## config.mk

```make
export PLATFORM = sky130hd
export DESIGN_NAME = cp0_flat
export DESIGN_NICKNAME = d
export VERILOG_FILES = /design/src/rtl/cp0_pkg.sv /design/src/rtl/cp0_if.sv /design/src/rtl/cp0.sv /design/src/flat_wrapper.sv
export SDC_FILE = /design/constraint.sdc
export NUM_CORES = 1
export LEC_CHECK = 0
export ABC_CLOCK_PERIOD_IN_PS = 3700
export CAP_MARGIN = 40
export CORE_MARGIN = 1.5
export CORE_UTILIZATION = 30
export CTS_CLUSTER_SIZE = 12
export DETAILED_ROUTE_END_ITERATION = 12
export DONT_BUFFER_PORTS = 1
export GPL_ROUTABILITY_DRIVEN = 1
export PLACE_DENSITY_LB_ADDON = 0.1
export SLEW_MARGIN = 20
export SYNTH_ARGS = -nofsm -noshare
export SYNTH_HDL_FRONTEND = slang
export SYNTH_SLANG_ARGS = --single-unit
export TNS_END_PERCENT = 20
```

## constraint.sdc

```tcl
create_clock -name clk -period 3.7 [get_ports clk]
set_input_delay 0.37 -clock clk [delete_from_list [all_inputs] [get_ports clk]]
set_output_delay 0.37 -clock clk [all_outputs]
set_load 0.02 [all_outputs]
```

## src/rtl/cp0_pkg.sv

```systemverilog
// cp0_pkg: shared CP0 definitions for the M-stage coprocessor-0 block and
// the E-stage exception checker. It holds the register numbers, the bit
// positions of the SR/Cause fields, the ExcCode values, and the EPC helper.
package cp0_pkg;

  // CP0 register numbers (rd field of mfc0/mtc0)
  localparam logic [4:0] REG_SR    = 5'd12;
  localparam logic [4:0] REG_CAUSE = 5'd13;
  localparam logic [4:0] REG_EPC   = 5'd14;
  localparam logic [4:0] REG_PRID  = 5'd15;

  // SR fields
  localparam int IM_HI   = 15;
  localparam int IM_LO   = 10;
  localparam int EXL_BIT = 1;
  localparam int IE_BIT  = 0;

  // Cause fields
  localparam int BD_BIT = 31;
  localparam int IP_HI  = 15;
  localparam int IP_LO  = 10;
  localparam int EC_HI  = 6;
  localparam int EC_LO  = 2;

  typedef enum logic [4:0] {
    EXC_INT  = 5'd0,
    EXC_ADEL = 5'd4,
    EXC_ADES = 5'd5,
    EXC_RI   = 5'd10,
    EXC_OV   = 5'd12
  } exc_code_e;

  // Restart address: a delay-slot instruction restarts at its branch.
  // The subtraction wraps modulo 2^32. The low bits are forced clear.
  function automatic logic [31:0] epc_of(input logic [31:0] pc, input logic bd);
    logic [31:0] v;
    v = bd ? (pc - 32'd4) : pc;
    return {v[31:2], 2'b00};
  endfunction

endpackage

```

## src/rtl/cp0_if.sv

```systemverilog
// cp0_if: pipeline-facing bundle of the CP0 block.
//   mfc0 read  : A1 -> DOut
//   mtc0 write : A2, DIn, WE
//   exception  : PC, BDIn, ExcGotIn, ExcCodeIn, HWInt, EXLClr
//   results    : Req (flush/redirect), ExcEntry, EPCOut
// The pipeline uses the master modport. The cp0 block uses the slave modport.
interface cp0_if;
  logic [4:0]  A1;
  logic [4:0]  A2;
  logic [31:0] DIn;
  logic        WE;
  logic [31:0] PC;
  logic        BDIn;
  logic        ExcGotIn;
  logic [4:0]  ExcCodeIn;
  logic [5:0]  HWInt;
  logic        EXLClr;
  logic        Req;
  logic [31:0] ExcEntry;
  logic [31:0] EPCOut;
  logic [31:0] DOut;

  modport slave (
    input  A1, A2, DIn, WE, PC, BDIn, ExcGotIn, ExcCodeIn, HWInt, EXLClr,
    output Req, ExcEntry, EPCOut, DOut
  );

  modport master (
    output A1, A2, DIn, WE, PC, BDIn, ExcGotIn, ExcCodeIn, HWInt, EXLClr,
    input  Req, ExcEntry, EPCOut, DOut
  );
endinterface

```

## src/rtl/cp0.sv

```systemverilog
// cp0: coprocessor-0 register block located in the M stage.
// It holds SR/Cause/EPC/PRId and arbitrates between interrupts and exceptions.
// It raises Req, a combinational single-cycle flush/redirect to ExcEntry.
// It also serves mfc0 reads, mtc0 writes and eret (EXL clear).
// Ports:
//   clk   - system clock, rising edge
//   reset - synchronous, active-high
//   bus   - cp0_if.slave (see cp0_if for the signal list)
module cp0
  import cp0_pkg::*;
#(
  parameter logic [31:0] PRID_VAL  = 32'h0000_2021,
  parameter logic [31:0] EXC_ENTRY = 32'h0000_4180
) (
  input  logic clk,
  input  logic reset,
  cp0_if.slave bus
);

  logic [5:0]  im_q, ip_q;
  logic        exl_q, ie_q, bd_q;
  logic [4:0]  ec_q;
  logic [31:0] epc_q;
  logic        int_req, exc_req, req;
  logic [31:0] dout;

  // While EXL is set, every cause is masked. Exceptions that arrive then are dropped.
  assign int_req = (|(bus.HWInt & im_q)) & ie_q & ~exl_q;
  assign exc_req = bus.ExcGotIn & ~exl_q;
  assign req     = int_req | exc_req;

  assign bus.Req      = req;
  assign bus.ExcEntry = EXC_ENTRY;
  assign bus.EPCOut   = epc_q;
  assign bus.DOut     = dout;

  always_comb begin
    dout = '0;
    case (bus.A1)
      REG_SR: begin
        dout[IM_HI:IM_LO] = im_q;
        dout[EXL_BIT]     = exl_q;
        dout[IE_BIT]      = ie_q;
      end
      REG_CAUSE: begin
        dout[BD_BIT]      = bd_q;
        dout[IP_HI:IP_LO] = ip_q;
        dout[EC_HI:EC_LO] = ec_q;
      end
      REG_EPC:  dout = epc_q;
      REG_PRID: dout = PRID_VAL;
      default:  dout = '0;
    endcase
  end

  always_ff @(posedge clk) begin
    if (reset) begin
      im_q  <= '0;
      exl_q <= 1'b0;
      ie_q  <= 1'b0;
      bd_q  <= 1'b0;
      ip_q  <= '0;
      ec_q  <= '0;
      epc_q <= '0;
    end else begin
      ip_q <= bus.HWInt;
      if (req) begin
        // Taking the trap overrides any mtc0/eret in the same cycle.
        // An interrupt wins over a simultaneous exception.
        exl_q <= 1'b1;
        bd_q  <= bus.BDIn;
        epc_q <= epc_of(bus.PC, bus.BDIn);
        ec_q  <= int_req ? 5'(EXC_INT) : bus.ExcCodeIn;
      end else begin
        if (bus.WE && bus.A2 == REG_SR) begin
          im_q  <= bus.DIn[IM_HI:IM_LO];
          exl_q <= bus.DIn[EXL_BIT];
          ie_q  <= bus.DIn[IE_BIT];
        end
        if (bus.WE && bus.A2 == REG_EPC)
          epc_q <= {bus.DIn[31:2], 2'b00};
        // eret wins over a same-cycle SR write, but only for the EXL bit.
        if (bus.EXLClr)
          exl_q <= 1'b0;
      end
    end
  end

endmodule

```

## src/flat_wrapper.sv

```systemverilog
// flat-port wrapper written by rule: the top's interface ports become plain ports
module cp0_flat import cp0_pkg::*;
#(
  parameter logic [31:0] PRID_VAL  = 32'h0000_2021,
  parameter logic [31:0] EXC_ENTRY = 32'h0000_4180
)
  (clk, reset, bus_A1, bus_A2, bus_DIn, bus_WE, bus_PC, bus_BDIn, bus_ExcGotIn, bus_ExcCodeIn, bus_HWInt, bus_EXLClr, bus_Req, bus_ExcEntry, bus_EPCOut, bus_DOut);
  cp0_if bus_i ();
  input  logic clk;
  input  logic reset;
  input wire logic [$bits(bus_i.A1)-1:0] bus_A1;
  input wire logic [$bits(bus_i.A2)-1:0] bus_A2;
  input wire logic [$bits(bus_i.DIn)-1:0] bus_DIn;
  input wire logic [$bits(bus_i.WE)-1:0] bus_WE;
  input wire logic [$bits(bus_i.PC)-1:0] bus_PC;
  input wire logic [$bits(bus_i.BDIn)-1:0] bus_BDIn;
  input wire logic [$bits(bus_i.ExcGotIn)-1:0] bus_ExcGotIn;
  input wire logic [$bits(bus_i.ExcCodeIn)-1:0] bus_ExcCodeIn;
  input wire logic [$bits(bus_i.HWInt)-1:0] bus_HWInt;
  input wire logic [$bits(bus_i.EXLClr)-1:0] bus_EXLClr;
  output wire logic [$bits(bus_i.Req)-1:0] bus_Req;
  output wire logic [$bits(bus_i.ExcEntry)-1:0] bus_ExcEntry;
  output wire logic [$bits(bus_i.EPCOut)-1:0] bus_EPCOut;
  output wire logic [$bits(bus_i.DOut)-1:0] bus_DOut;
  assign bus_i.A1 = bus_A1;
  assign bus_i.A2 = bus_A2;
  assign bus_i.DIn = bus_DIn;
  assign bus_i.WE = bus_WE;
  assign bus_i.PC = bus_PC;
  assign bus_i.BDIn = bus_BDIn;
  assign bus_i.ExcGotIn = bus_ExcGotIn;
  assign bus_i.ExcCodeIn = bus_ExcCodeIn;
  assign bus_i.HWInt = bus_HWInt;
  assign bus_i.EXLClr = bus_EXLClr;
  assign bus_Req = bus_i.Req;
  assign bus_ExcEntry = bus_i.ExcEntry;
  assign bus_EPCOut = bus_i.EPCOut;
  assign bus_DOut = bus_i.DOut;
  cp0 #(.PRID_VAL(PRID_VAL), .EXC_ENTRY(EXC_ENTRY)) u_core (.clk(clk), .reset(reset), .bus(bus_i));
endmodule
```

-- Word level (Yosys, flattened, before mapping)
Cells that the tools add are included.
- add/subtract/negate cells: 1
- equality and inequality tests: 6
- muxes and demuxes: 13
- bitwise gates (word level): 7
- reduce and logical (&&, ||, !) cells: 6
- operator list (operator ; number):
    $mux 32 ; 3
    $sub 32x3->32 const B ; 1
    $eq 5x4->1 const B ; 6
    $pmux 6 s4 ; 1
    $mux 15 ; 1
    $pmux 5 s3 ; 1
    $and 6x6->6 ; 1
    $reduce_or 6->1 ; 1
    $mux 5 ; 1
    $pmux 2 s2 ; 1
    $and 1x1->1 ; 3
    $mux 1 ; 3
    $mux 3 ; 1
    $reduce_bool 3->1 ; 1
    $logic_and 1x1->1 ; 2
    $not 1->1 ; 2
    $pmux 1 s2 ; 1
    $reduce_and 2->1 ; 1
    $reduce_bool 2->1 ; 1
    $or 1x1->1 ; 1
- flip-flop bits (word level): 50
- input bits: 91
- output and inout bits: 97
- word-level logic and storage cells: 40

-- Depth between registers and ports, before layout
Gate-level depths: netlist (run 1).
- depth in word-level cells: 7
- depth in mapped cells: 7
- depth with buffers taken out: 6

-- Worst setup path before layout (run 1)
Ideal clock, no wire load.
- path type: input -> register
- start: input port bus_PC[12]
- end: register u_core.epc_q[27] (netlist: u_core.bus.EPCOut[27])
- library setup time: 0.091 ns
- arrival: 2.271 ns
- data required time: 3.609 ns
- path slack: 1.338 ns
- stages: 5
- path buffers: 1
- cell sequence: or4_4 -> or4_1 -> buf_2 -> or4_1 -> a311oi_1
- longest elaborated chain between the ends: 3
- RTL lines (what ; RTL line ; source):
    start: declaration ; flat_wrapper.sv:15 ; input wire logic [$bits(bus_i.PC)-1:0] bus_PC;
    $sub 32x3->32 ; cp0_pkg.sv:37 ; v = bd ? (pc - 32'd4) : pc;
    $mux 32 ; cp0_pkg.sv:37 ;
    $mux 32 ; cp0.sv:67 ; if (req) begin
    end signal: assignment ; cp0.sv:72 ; epc_q <= epc_of(bus.PC, bus.BDIn);
    end signal: assignment ; cp0.sv:81 ; epc_q <= {bus.DIn[31:2], 2'b00};
    end: declaration ; cp0.sv:23 ; logic [31:0] epc_q;
Every way passes these cells.
A chain may end at the register's enable or synchronous reset.

-- Worst setup path after layout (run 1)
Same ends and word-level chain as after synthesis.

==> results of run 1 <==
[critical path: cells and delay by family]
family             cells  cell delay [ns]
AOI/OAI and AO/OA      1             0.25
and+or+nand+nor        3             1.92
[power breakdown]
part	internal (uW)	leakage, uW	total (uW)	switching [uW]
Combinational	68.4	0.000625	183	114
Sequential	572	0.000411	631	59.5
Clock	319	0.0000760	539	219
[metrics by stage]
stage	setup WS (ns)	power, uW	std cells	instance area [um^2]
2_1_floorplan	1.34	827	476	3570
3_3_place_gp	1.07	824	552	3420
3_5_place_dp	1.05	826	552	3420
4_1_cts	1.36	1370	560	3590
5_1_grt	1.22	1420	561	3600
6_report	1.36	1350	561	3600
[cell usage after synthesis, types with 10 or more instances]
cell type	n
a211oi_1	11
clkbuf_1	33
nor3_1	10
dfxtp_1	50
o31a_1	14
or4_1	13
o21ai_0	13
nor2_1	30
buf_4	34
o31ai_1	17
a21oi_1	24
nand2_1	32
and2_1	18
nand3_1	10
a311oi_1	17
nor2b_1	11
or3_1	14
[kinds of logic (layout without fill, tap and decap cells)]
family	Yosys count	in the layout	share of synthesized area (%)
simple gates	166	166	25.9
compound gates	135	135	28.8
buf+inv	77	22	12.1
flops	50	50	29.0
xor+xnor	7	7	1.78
mux	6	6	1.74
other cells	2	34	0.217
fa+ha+maj	1	1	0.362
[cell type report]
type | count | area (um^2) | area share [%]
Tap cell | 140 | 175 | 4.86
Clock buffer | 5 | 125 | 3.47
Sequential cell | 50 | 1000 | 27.8
Clock inverter | 3 | 45.0 | 1.25
Timing Repair Buffer | 8 | 60.1 | 1.67
Inverter | 6 | 22.5 | 0.625
Multi-Input combinational cell | 349 | 2170 | 60.3
[flip-flops by register name (all words and copies together) (netlist names)]
signal	count
u_core.bus.EPCOut	30
u_core.im_q	6
u_core.ip_q	6
u_core.ec_q	5
u_core.bd_q	1
u_core.exl_q	1
u_core.ie_q	1
[layout by cell type, fill, tap and decap left out, types with 6 or more instances in the layout]
cell type / n
conb_1: 34
o31a_1: 14
o21ai_0: 13
nand3_1: 10
nor2b_1: 11
nor2_1: 30
a31o_2: 6
mux2i_1: 6
a311oi_1: 17
xnor2_1: 6
a21oi_1: 24
or3_1: 14
or4_1: 13
and2_1: 18
nand2_1: 32
a211oi_1: 11
nor3_1: 9
buf_4: 7
nand4_1: 6
dfxtp_1: 50
nor4_1: 8
o31ai_1: 16
[routing by layer]
metal  part of all wire, %  track usage, %  vias to the layer above
met5                     0               0                        -
met4                  0.89            3.66                        0
met3                   8.2            5.17                        8
met2                    47            29.7                      134
met1                    44            24.8                     1509
li1                      -               -                     1559
[worst max path at each step]
stage / startpoint / slack, ns / cells after the start / end
global route: bus_PC[12] / 1.22 / 4 / u_core.bus.EPCOut[24]$_SDFFE_PP0P_
detailed placement: bus_PC[12] / 1.05 / 4 / u_core.bus.EPCOut[27]$_SDFFE_PP0P_
finish: bus_PC[12] / 1.36 / 4 / u_core.bus.EPCOut[27]$_SDFFE_PP0P_
global placement: bus_PC[12] / 1.07 / 4 / u_core.bus.EPCOut[27]$_SDFFE_PP0P_
CTS: bus_PC[12] / 1.36 / 4 / u_core.bus.EPCOut[27]$_SDFFE_PP0P_
floorplan: bus_PC[12] / 1.34 / 5 / u_core.bus.EPCOut[27]$_SDFFE_PP0P_
==> results.py, run 1 <==
metrics = {
    "sta": {
        "hold_viol": 0,
        "hold_slack_ns": 0.144,
        "post-route-min-period_ns": 2.34,
        "slew_headroom_pct": 46.4,
        "rsz0062_at_grt": "no",
        "fin_crit_sh_pct": 63.2,
        "skew_ns": 0.00493,
        "slew_viol_final": 0,
        "worst_pin_slew_ns": 0.798,
        "setup_violations": 0,
        "fmax_ghz": 0.427,
        "totalNegativeSetupSlack_ns": 0,
    },
    "clock_tree": {
        "clock_sinks": 50,
        "htreeDepth": 2,
        "clk_latency_ns": 0.29,
        "cts_tree": "built",
        "path_clk_slew_ns": 0.07,
        "cts_root_buf": "clkbuf_16",
        "post_cts_resized": 0,
        "cts_made_buffers": 5,
        "cts-root-to-sink-buffers": 2,
        "cts_hold_buf": 0,
        "post_cts_buffers": 0,
    },
    "logic_synthesis": {
        "ys_seq_area_share_pct": 29.0,
        "ys_seq_elements": 50,
        "synth_edf_count": 0,
        "yosysTopAreaCell": "dfxtp_1",
        "synthDistinctLibCells": 50,
        "syn_avg_cell_area_um2": 7.78,
        "asyncSetResetFlopFracSynth_pct": 0,
        "ys.flop_type": "dfxtp_1",
        "synth.cell_area_um2": 3450,
        "synth_warnings": 0,
        "synth_top_area_share_pct": 29.0,
        "yosys-top-cells-area": "dfxtp_1, buf_4, a311oi_1",
        "synthCells": 444,
    },
    "cells_and_area": {
        "n_antenna_cell": 0,
        "drive_above_1_share_pct": 7.13,
        "fillers": 1208,
        "final_nets": 512,
        "area_delta_synth_final_pct": 4.28,
        "postLayoutCoreUtil_pct": 32.6,
    },
    "route": {
        "drtIter0Drc": 182,
        "wire_per_inst_um": 20.4,
        "drt.antenna.violating_nets": 0,
        "vias": 3210,
        "routed_via_density": 5.72,
        "drtPass1Iterations": 5,
        "drc": 0,
        "wirelength_um": 11500,
    },
    "power_and_ir_drop": {
        "power-per-cell-area_nw_per_um2": 376,
        "vdd_drop_max_mv": 0.194,
        "p_leak_uw": 0.00111,
    },
    "global_route": {
        "grt-ovfl-total": 0,
        "grt_pass1_wl_um": 17100,
        "grt_start_max_net_pins": 53,
        "grt_use_total_pct": 18.5,
        "antenna_found_initial": 0,
        "grt_pass1_vias": 2987,
    },
    "setup_path": {
        "crit_chain": "or4_4 -> or4_1 -> or4_1 -> a311oi_1",
        "reg2reg_from": "u_core.im_q[1]$_SDFFE_PP0P_",
        "cp.arrival_ns": 2.55,
        "r2r_slack_ns": 1.82,
        "critPathRequiredTime_ns": 3.91,
        "cp_common_cell": "or4_1",
        "worstSetupEndpointType": "flip-flop",
        "cpPeakStageDelay_ns": 0.79,
        "r2r_cells": 5,
        "startpoint_type": "input port",
        "crit_fanout": 18,
        "crit_type": "input port to flip-flop",
        "r2r_end": "u_core.bus.EPCOut[10]$_SDFFE_PP0P_",
        "cp_slowest_cell": "or4_1",
    },
    "floorplanning": {
        "floorplan.initialDensity_pct": 31.3,
        "pin_count": 188,
        "die_area_um2": 12200,
        "rows": 38,
        "coreArea_um2": 11000,
        "die_w_um": 110,
        "fp.dieH_um": 110,
    },
    "min_path": {
        "hold_depth": 1,
        "hold_start": "reset",
        "whs_endpoint": "u_core.bus.EPCOut[18]$_SDFFE_PP0P_",
        "hold_path_class": "input port to flip-flop",
    },
    "run_status": {
        "status": "finished clean",
    },
    "placement": {
        "port_buffers": 0,
        "gp_congestion": 0.731,
        "post-dp-hpwl_um": 8270,
    },
    "run": {
        "drv_cap": 0,
    },
}
Note: power is estimated with default switching activity, not from simulation.
==> inputs of run 2 (changes only) <==
Settings changed: ABC_CLOCK_PERIOD_IN_PS 3700 to 2450.
Clock period 3.7 ns to 2.45 ns, I/O delays scaled along.
==> run 2 against run 1 <==
  * Clock power increased by 52%
  * Wire length increased by 0.79%
  * Sequential cell count did not move
  * Highest routed layer unchanged
  * Utilization rose by 0.68 points
  * Cell count grew 1.8%
  * Sequential share of layout area is 0.57 points lower
==> results.py, run 2 (same netlist as run 1, synthesis figures left out) <==
metrics = {
    "placement": {
        "port_buffers": 0,
        "gp_congestion": 0.736,
        "place_area_um2": 3510,
        "post-dp-hpwl_um": 8530,
    },
    "min_path": {
        "hold_path_class": "input port to flip-flop",
    },
    "sta": {
        "post-route-min-period_ns": 2.07,
        "hold_viol": 0,
        "rsz0062_at_grt": "no",
        "worst_pin_slew_ns": 0.808,
        "hold_slack_ns": 0.0104,
        "slew_viol_final": 0,
        "skew_ns": 0.00944,
        "slew_headroom_pct": 45.7,
        "totalNegativeSetupSlack_ns": 0,
        "fin_crit_sh_pct": 84.5,
        "fmax_ghz": 0.483,
        "setup_violations": 0,
    },
    "clock_tree": {
        "htreeDepth": 2,
        "clock_sinks": 50,
        "cts_tree": "built",
        "path_clk_slew_ns": 0.07,
        "cts-root-to-sink-buffers": 2,
        "clk_latency_ns": 0.30,
        "post_cts_resized": 0,
        "cts_made_buffers": 5,
        "cts_hold_buf": 0,
        "post_cts_buffers": 0,
        "cts_root_buf": "clkbuf_16",
    },
    "route": {
        "wire_per_inst_um": 20.2,
        "drt.antenna.violating_nets": 0,
        "routed_via_density": 5.81,
        "drtIter0Drc": 186,
        "drc": 0,
        "vias": 3317,
        "wirelength_um": 11500,
        "drtPass1Iterations": 4,
    },
    "setup_path": {
        "critPathTopFamily": "simple AND/OR/NAND/NOR gates",
        "crit_chain": "or4_4 -> or4_1 -> buf_4 -> or4_1 -> a311oi_1",
        "cp_slowest_cell": "or4_4",
        "worstSetupEndpointType": "flip-flop",
        "crit_fanout": 18,
        "critPathRequiredTime_ns": 2.66,
        "startpoint_type": "input port",
        "path_buf_inv": 1,
        "cp_common_cell": "or4_1",
        "crit_type": "input port to flip-flop",
        "cpPeakStageDelay_ns": 0.55,
        "cp.arrival_ns": 2.28,
    },
    "cells_and_area": {
        "drive_above_1_share_pct": 9.28,
        "final_cell_mix": "dfxtp_1, conb_1, nand2_1, nor2_1, a21oi_1",
        "design_area_um2": 3680,
        "layout.cells.most_common": "dfxtp_1",
        "n_antenna_cell": 0,
        "largest_reg_flops": 30,
        "final_nets": 522,
        "postLayoutCoreUtil_pct": 33.3,
        "area_delta_synth_final_pct": 6.45,
    },
    "global_route": {
        "grt-ovfl-total": 0,
        "grt_pass1_vias": 3028,
        "grt_pass1_wl_um": 17200,
        "grt_use_total_pct": 18.8,
        "antenna_found_initial": 0,
        "grt_start_max_net_pins": 53,
    },
    "run_status": {
        "status": "finished clean",
    },
    "power_and_ir_drop": {
        "p_leak_uw": 0.00116,
        "vdd_drop_max_mv": 0.259,
        "power-per-cell-area_nw_per_um2": 560,
    },
    "floorplanning": {
        "fp.dieH_um": 110,
        "coreArea_um2": 11000,
        "die_area_um2": 12200,
        "die_w_um": 110,
        "rows": 38,
        "pin_count": 188,
        "floorplan.initialDensity_pct": 31.3,
    },
    "run": {
        "drv_cap": 0,
    },
}
run 2: changes by cell type in the layout (fill, tap and decap cells not counted):
cell / delta
buf_4: +11
clkbuf_4: -1
run 2: final timing paths:
path | from | to | slack, ns | cells past startpoint
min reg2reg | u_core.bd_q$_SDFFE_PP0N_ | u_core.bd_q$_SDFFE_PP0N_ | 0.46 | 2
max reg2reg | u_core.im_q[5]$_SDFFE_PP0P_ | u_core.bus.EPCOut[9]$_SDFFE_PP0P_ | 0.59 | 6
min | reset | u_core.bus.EPCOut[18]$_SDFFE_PP0P_ | 0.01 | 1
max | bus_PC[12] | u_core.bus.EPCOut[27]$_SDFFE_PP0P_ | 0.38 | 5
run 2: cell type report:
cell class	instances	area (um^2)
clock buffers	5	125
flip-flops and latches	50	1000
well taps	140	175
inverters	6	22.5
clock inverters	3	45.0
fillers	1214	7350
multi-input cells	349	2170
repair buffers	18	135
run 2: layer usage:
| metal | vias up | GRT usage (%) | share of wire (%) |
|---|---|---|---|
| li1 | 1584 | - | - |
| met1 | 1578 | 24.7 | 43 |
| met2 | 145 | 29.7 | 46 |
| met3 | 10 | 5.94 | 9.8 |
| met4 | 0 | 4.58 | 1.3 |
| met5 | - | 0 | 0 |
run 2: stage by stage:
step                      std cells  setup slack, ns  power [uW]
after floorplan                 476            0.213        1250
after global placement          563           0.0810        1250
after detailed placement        563           0.0827        1250
after CTS                       571            0.394        2080
after global routing            571            0.292        2150
final                           571            0.379        2060
run 2: power breakdown:
part           internal (uW)  total [uW]  leakage (uW)  switching, uW
sequential               864         955      0.000411           90.9
combinational            108         282      0.000671            174
clock                    483         821     0.0000760            339
total                   1450        2060       0.00116            603
